--- config.mk ---
export PLATFORM = sky130hd
export DESIGN_NAME = ifu_mem_ctrl
export DESIGN_NICKNAME = d
export VERILOG_FILES = /design/src/rtl/ifu_mem_ctrl.sv
export SDC_FILE = /design/constraint.sdc
export NUM_CORES = 1
export LEC_CHECK = 0
export CORE_ASPECT_RATIO = 0.75
export CORE_MARGIN = 2
export CORE_UTILIZATION = 39
export DETAILED_ROUTE_END_ITERATION = 10
export GPL_TIMING_DRIVEN = 1
export MAX_ROUTING_LAYER = met4
export PLACE_DENSITY_LB_ADDON = 0.1
export SETUP_SLACK_MARGIN = 0.1
export SKIP_LAST_GASP = 1
export SYNTH_ARGS = -nofsm -noshare
export SYNTH_HDL_FRONTEND = slang
export SYNTH_SLANG_ARGS = --single-unit
--- constraint.sdc ---
create_clock -name clk -period 2.3 [get_ports clk]
set_input_delay 0.46 -clock clk [delete_from_list [all_inputs] [get_ports clk]]
set_output_delay 0.46 -clock clk [all_outputs]
set_load 0.01 [all_outputs]
--- src/rtl/ifu_mem_ctrl.sv ---
// Fetch controller: one read per PC, result handed to decode on valid/ready; 4 cycles/instr at zero wait.
// Stalls on arready/rvalid/inst_ready hold state; flushes drain the in-flight read and drop its data.
module ifu_mem_ctrl #(
  parameter int ADDR_W = 32,
  parameter int DATA_W = 32
) (
  input  logic              clk,
  input  logic              rst,
  input  logic [ADDR_W-1:0] pc,
  input  logic              flush,
  output logic              fetch_en,
  output logic              mem_arvalid,
  input  logic              mem_arready,
  output logic [ADDR_W-1:0] mem_araddr,
  input  logic              mem_rvalid,
  output logic              mem_rready,
  input  logic [DATA_W-1:0] mem_rdata,
  input  logic [1:0]        mem_rresp,
  output logic              inst_valid,
  input  logic              inst_ready,
  output logic [DATA_W-1:0] inst,
  output logic [ADDR_W-1:0] inst_pc,
  output logic              inst_err
);

  typedef enum logic [1:0] {
    S_IDLE = 2'd0,
    S_AR   = 2'd1,
    S_R    = 2'd2,
    S_OUT  = 2'd3
  } state_t;

  state_t              state_q, state_d;
  logic                drop_q, drop_d;
  logic [ADDR_W-1:0]   araddr_q, araddr_d;
  logic [ADDR_W-1:0]   inst_pc_q, inst_pc_d;
  logic [DATA_W-1:0]   inst_q, inst_d;
  logic                err_q, err_d;
  logic                arvalid_q, arvalid_d;
  logic                rready_q, rready_d;
  logic                ivalid_q, ivalid_d;

  always_comb begin
    state_d   = state_q;
    drop_d    = drop_q;
    araddr_d  = araddr_q;
    inst_pc_d = inst_pc_q;
    inst_d    = inst_q;
    err_d     = err_q;
    arvalid_d = 1'b0;
    rready_d  = 1'b0;
    ivalid_d  = 1'b0;

    case (state_q)
      S_IDLE: begin
        drop_d = 1'b0;
        // A flush means pc is mid-update, so sampling it now would fetch a stale target.
        if (!flush) begin
          araddr_d  = pc;
          inst_pc_d = pc;
          if (pc[1:0] != 2'b00) begin
            inst_d   = '0;
            err_d    = 1'b1;
            state_d  = S_OUT;
            ivalid_d = 1'b1;
          end else begin
            state_d   = S_AR;
            arvalid_d = 1'b1;
          end
        end
      end

      S_AR: begin
        if (flush) drop_d = 1'b1;
        if (mem_arready) begin
          state_d  = S_R;
          rready_d = 1'b1;
        end else begin
          arvalid_d = 1'b1;
        end
      end

      S_R: begin
        if (flush) drop_d = 1'b1;
        if (mem_rvalid) begin
          if (drop_q || flush) begin
            state_d = S_IDLE;
            drop_d  = 1'b0;
          end else begin
            inst_d   = mem_rdata;
            err_d    = (mem_rresp != 2'b00);
            state_d  = S_OUT;
            ivalid_d = 1'b1;
          end
        end else begin
          rready_d = 1'b1;
        end
      end

      S_OUT: begin
        if (flush || inst_ready) begin
          state_d = S_IDLE;
        end else begin
          ivalid_d = 1'b1;
        end
      end

      default: begin
        state_d = S_IDLE;
        drop_d  = 1'b0;
      end
    endcase
  end

  always_ff @(posedge clk) begin
    if (!rst) begin
      state_q   <= S_IDLE;
      drop_q    <= 1'b0;
      araddr_q  <= '0;
      inst_pc_q <= '0;
      inst_q    <= '0;
      err_q     <= 1'b0;
      arvalid_q <= 1'b0;
      rready_q  <= 1'b0;
      ivalid_q  <= 1'b0;
    end else begin
      state_q   <= state_d;
      drop_q    <= drop_d;
      araddr_q  <= araddr_d;
      inst_pc_q <= inst_pc_d;
      inst_q    <= inst_d;
      err_q     <= err_d;
      arvalid_q <= arvalid_d;
      rready_q  <= rready_d;
      ivalid_q  <= ivalid_d;
    end
  end

  // Flush wins over the decode handshake so a redirected PC never gets advanced twice.
  assign fetch_en    = (state_q == S_OUT) && inst_ready && !flush;
  assign mem_arvalid = arvalid_q;
  assign mem_araddr  = araddr_q;
  assign mem_rready  = rready_q;
  assign inst_valid  = ivalid_q;
  assign inst        = inst_q;
  assign inst_pc     = inst_pc_q;
  assign inst_err    = err_q;

endmodule
Word-level counts from Yosys, hierarchy flattened
Index checks and enable logic that the tools add are counted.
W data, S select, Z words.
{ "word_totals": {"ff_bits": 71, "input_bits": 72, "output_inout_bits": 101, "word_cells": 65} }
{ "classes": {"n_eq_ne": 9, "n_mux": 34, "bitwise": 1, "n_reduce_logical": 13} }
{ "op_table": {"columns": ["op", "count"], "rows": [
  ["$mux W32", 4],
  ["$pmux W32 S2", 1],
  ["$mux W1", 17],
  ["$mux W2", 6],
  ["$ne A2 B2 Y1 const B", 6],
  ["$pmux W2 S4", 1],
  ["$pmux W1 S2", 3],
  ["$pmux W1 S3", 2],
  ["$reduce_bool A2 Y1", 3],
  ["$reduce_and A5 Y1", 1],
  ["$eq A2 B2 Y1 const B", 2],
  ["$reduce_and A4 Y1", 1],
  ["$reduce_bool A3 Y1", 1],
  ["$eq A2 B1 Y1 const B", 1],
  ["$logic_and A1 B1 Y1", 2],
  ["$logic_not A2 Y1", 1],
  ["$logic_or A1 B1 Y1", 2],
  ["$reduce_and A2 Y1", 1],
  ["$logic_not A1 Y1", 1],
  ["$not A1 Y1", 1]
]} }

Logic depth before layout (Yosys ltp)
{ "depth": {"word_depth": 4, "depth_mapped": 7, "mapped_depth_nobuf": 5} }

Worst setup path before layout
No wires, ideal clock.
{ "synth_timing": {"kind": "register -> register", "start": "register state_q[0]", "end": "register inst_q[18], in the netlist inst[18]", "setup_ns": 0.072, "t_arrival_ns": 1.778, "required_time_ns": 2.228, "path_slack_ns": 0.450, "path_stages_with_launch": 8, "n_path_buf": 2, "period_less_slack_ns": 1.850, "cell_sequence": "dfxtp_1 > inv_1 > ha_1 > buf_4 > nand2b_4 > a221oi_4 > buf_8 > mux2i_1"} }
{ "synth_between": {"elab_chain_cells": 3, "elab_cells_between_ends": 9, "cone_classes": "eq/ne: 5; mux: 1; reduce/logical: 3"} }
{ "synth_lines": {"columns": ["element", "line_no", "text"], "rows": [
  ["start: declaration", "33", "state_t state_q, state_d;"],
  ["start signal: assignment", "127", "state_q <= state_d;"],
  ["$eq A2 B2 Y1 or $logic_not A2 Y1 (tied branches)", "54", "case (state_q)"],
  ["$ne A2 B2 Y1 (no source line) or $reduce_bool A2 Y1 (tied branches)", null, null],
  ["$reduce_and A5 Y1 (no source line)", null, null],
  ["end signal: assignment", "131", "inst_q <= inst_d;"],
  ["end: declaration", "37", "logic [DATA_W-1:0] inst_q, inst_d;"]
]} }
Several ways; a longest one is shown, not always the timed one.
A chain may end at the register's enable or synchronous reset.

Worst setup path in the final report
{ "layout_timing": {"start": "register state_q[1]", "end": "output fetch_en"} }
{ "layout_between": {"elab_chain_cells": 3} }
{ "layout_lines": {"columns": ["element", "line_no", "text"], "rows": [
  ["$eq A2 B2 Y1", "140", "assign fetch_en = (state_q == S_OUT) && inst_ready && !flush;"],
  ["$logic_and A1 B1 Y1 (2 in series)", "140", null],
  ["end: declaration", "11", "output logic fetch_en,"]
]} }
Every way passes these cells.

==> summary.md <==
| Metric | Value |
|---|---|
| Top post-synthesis cells by area | dfxtp_1 (44%), nand2_1 (12%), mux2i_1 (11%) |
| Area Growth Syn to Fin | 55.3% |
| Pin count of the biggest net entering global routing | 58 |
| Fin crit period | 1.95 ns |
| Post-Layout Inst Area | 5030 sq um |
| Setup TNS | 0 ns |
| Global routing's busiest layer | met2 |
| Ys flop type | dfxtp_1 |
| PD cells | 875 nW/um^2 |
| Crit-path slowest cell | dfxtp_1 |
| Worst path arrival time | 1.49 ns |
| Number of port buffers | 172 |
| Register area share after synthesis | 43.9% |
| Max-cap violations | 0 |
| CP required | 1.84 ns |
| Drt drc | 0 |
| GR met3 Demand/Resource | 5.34% |
| Fraction of registers with async set/reset | 0% |
| Met2 usage | 30.1% |
| Max VDD drop | 0.000380 V |
| Final count of hold timing violations | 0 |
| Post-synth EDFFs | 0 |
| Area leader, netlist | dfxtp_1 |
| Nets | 581 |
| Leak | 1.81 nW |
| Top cell family by delay on the critical path | flip-flops |
| #FFs+latches synth | 71 |
| Total CTS buffers | 9 |
| Die W | 109 microns |
| Placed cell area | 4820 sq um |
| Status | completed |
| Fill cells | 693 |
| Most frequent cells in the layout | clkdlybuf4s50_1 (170), nand2_1 (100), dfxtp_1 (71) |
| Crit path max fanout | 5 |
| Worst rel slew slack | 66.1% |
| Synth Cell Area | 3240 sq um |
| Count of pins over their slew limit | 0 |
| Critical path cell sequence | ha_1 -> inv_1 -> nor3b_1 -> dlygate4sd2_1 |
| ANT cells | 0 |
| Die area | 9060 sq um |
| Avg Synthesized Cell Area | 8.80 sq um |
| Setup Skew | 0.0104 ns |
| Setup violations, final | 0 |
| DR vias | 2,899 |
| Crit path buf inv count | 2 |
| Via density | 4.73 |
| Area share of the largest cell type after synthesis | 43.9% |
| Max Fclk | 0.512 GHz |
| Core Box Area | 7990 sq um |
| FP Rows | 28 |
| Commonest non-fill, non-tap cell in the layout | clkdlybuf4s50_1 |
| Clk root buf | clkbuf_8 |
| Vias in the first global route | 2,739 |
| Synth unique cells | 27 |
| Clk_lat worst skew | 0.34 ns |
| Starting density of the core | 40.5% |
| Critical path class | reg -> out |
| HPWL Detailed | 6.04 mm |
| Total gr overflow | 0 |
| 1st-iter DRT viols | 89 |
| Ports | 173 |
| R2R Setup Slk | 0.36 ns |
| Synth Instances | 368 |
| GRT Resource Usage Total | 18.7% |
| Die Ht | 82.9 microns |
| Worst-margin pin slew | 0.508 ns |
| Launching element type of the critical path | flop |
| Postcts setup bufs | 0 |
| RSZ-0062 raised after global routing | false |
| CTS tree | yes |
| Routed wire per std cell | 13.5 microns |
| GPL Wtd Cong | 0.891 |
| H-tree depth | 3 |
| Initial antenna violation count | 0 |
| Routed Antenna Nets | 0 |
| Critical path endpoint category | primary output |
| Clock slew at reported path FFs | 0.07 ns |
| Share of layout cells above drive strength 1 | 5.91% |
| Peak per-stage delay on the critical path | 0.40 ns |
| Final Util | 63.0% |
| GRT met1 Usage | 22.5% |
| Syn Nets | 446 |
| Final period utilization | 84.9% |
| Max Root-Sink Buffers | 2 |
| Drt first pass iters | 4 |
| Synth warn | 0 |
| HP Class | reg -> reg |
| First-pass GRT wire length | 13.1 mm |
| Clock Sinks | 71 |
| Final WL | 8.27 mm |
worst paths after layout:
| path | depth (start not counted) | startpoint | endpoint |
|---|---|---|---|
| max | 4 | state_q[1]$_SDFFE_PN0P_ | fetch_en |
| max reg2reg | 7 | state_q[0]$_SDFFE_PN0P_ | inst[30]$_SDFFE_PN0P_ |
| min reg2reg | 2 | inst[18]$_SDFFE_PN0P_ | inst[18]$_SDFFE_PN0P_ |
| min | 2 | inst[18]$_SDFFE_PN0P_ | inst[18]$_SDFFE_PN0P_ |
cell families after synthesis:
group | Yosys count | synth area share (%)
AO/OA/AOI/OAI | 44 | 10.5
adder cells (fa/ha/maj) | 6 | 2.32
buffers and inverters | 63 | 12.3
flip-flops | 71 | 43.9
multiplexers | 35 | 10.8
AND/OR/NAND/NOR | 149 | 20.1
stage by stage:
step	instances	power (mW)	setup WS, ns	hold slack [ns]
floorplan	368	2.70	0.450	0.469
global placement	597	3.37	0.116	0.441
detailed placement	597	3.39	0.108	0.449
CTS	613	4.46	0.305	0.461
global route	613	4.68	0.190	0.478
finish	613	4.40	0.347	0.457
Yosys cell counts (2+ instances only):
cell type and n:
ha_1 6, mux2i_1 35, o21ai_0 4, nor3b_1 3, a21boi_0 32, buf_2 4, dfxtp_1 71, buf_1 2
buf_8 3, buf_4 33, a21oi_1 3, nor2_1 3, clkbuf_1 17, nor2b_1 5, nand3_1 32, nand3b_1 2
inv_1 4, nand2_1 100
where the power goes:
part	switching (mW)	internal, mW	total (mW)
Combinational	0.879	0.957	1.84
Sequential	0.115	1.40	1.51
Clock	0.443	0.609	1.05
Total	1.44	2.97	4.40
registers in the layout, indices dropped and copies added (netlist names):
| name | count |
|---|---|
| inst_valid | 1 |
| inst_err | 1 |
| state_q | 2 |
| drop_q | 1 |
| inst | 32 |
| mem_rready | 1 |
| mem_arvalid | 1 |
| inst_pc | 32 |
area by class of cell:
type                    instances  area [sq um]  share of cell area [%]
clock buffers                  12           135                    2.69
clock inverters                 4          70.1                    1.39
multi-input cells             234          1420                    28.2
well taps                     105           131                    2.61
repair buffers                183          1840                    36.5
inverters                       4          15.0                   0.299
flip-flops and latches         71          1420                    28.3
worst min-delay path, cell delays in order (launching register included):
cell	delay, ns
dfxtp_1	0.31
nand2_1	0.05
mux2i_1	0.05
layer usage:
metal	wire length (microns)	share of wire [%]
met1	3730	45
met2	3840	46
met3	618	7.5
met4	90	1.1
met5	0	0
timing repair:
action,CTS,global route
gates resized for setup,1,0
hold buffers,0,0
setup endpoints to repair,1,0
No activity file was read; power rests on OpenSTA's default activity.
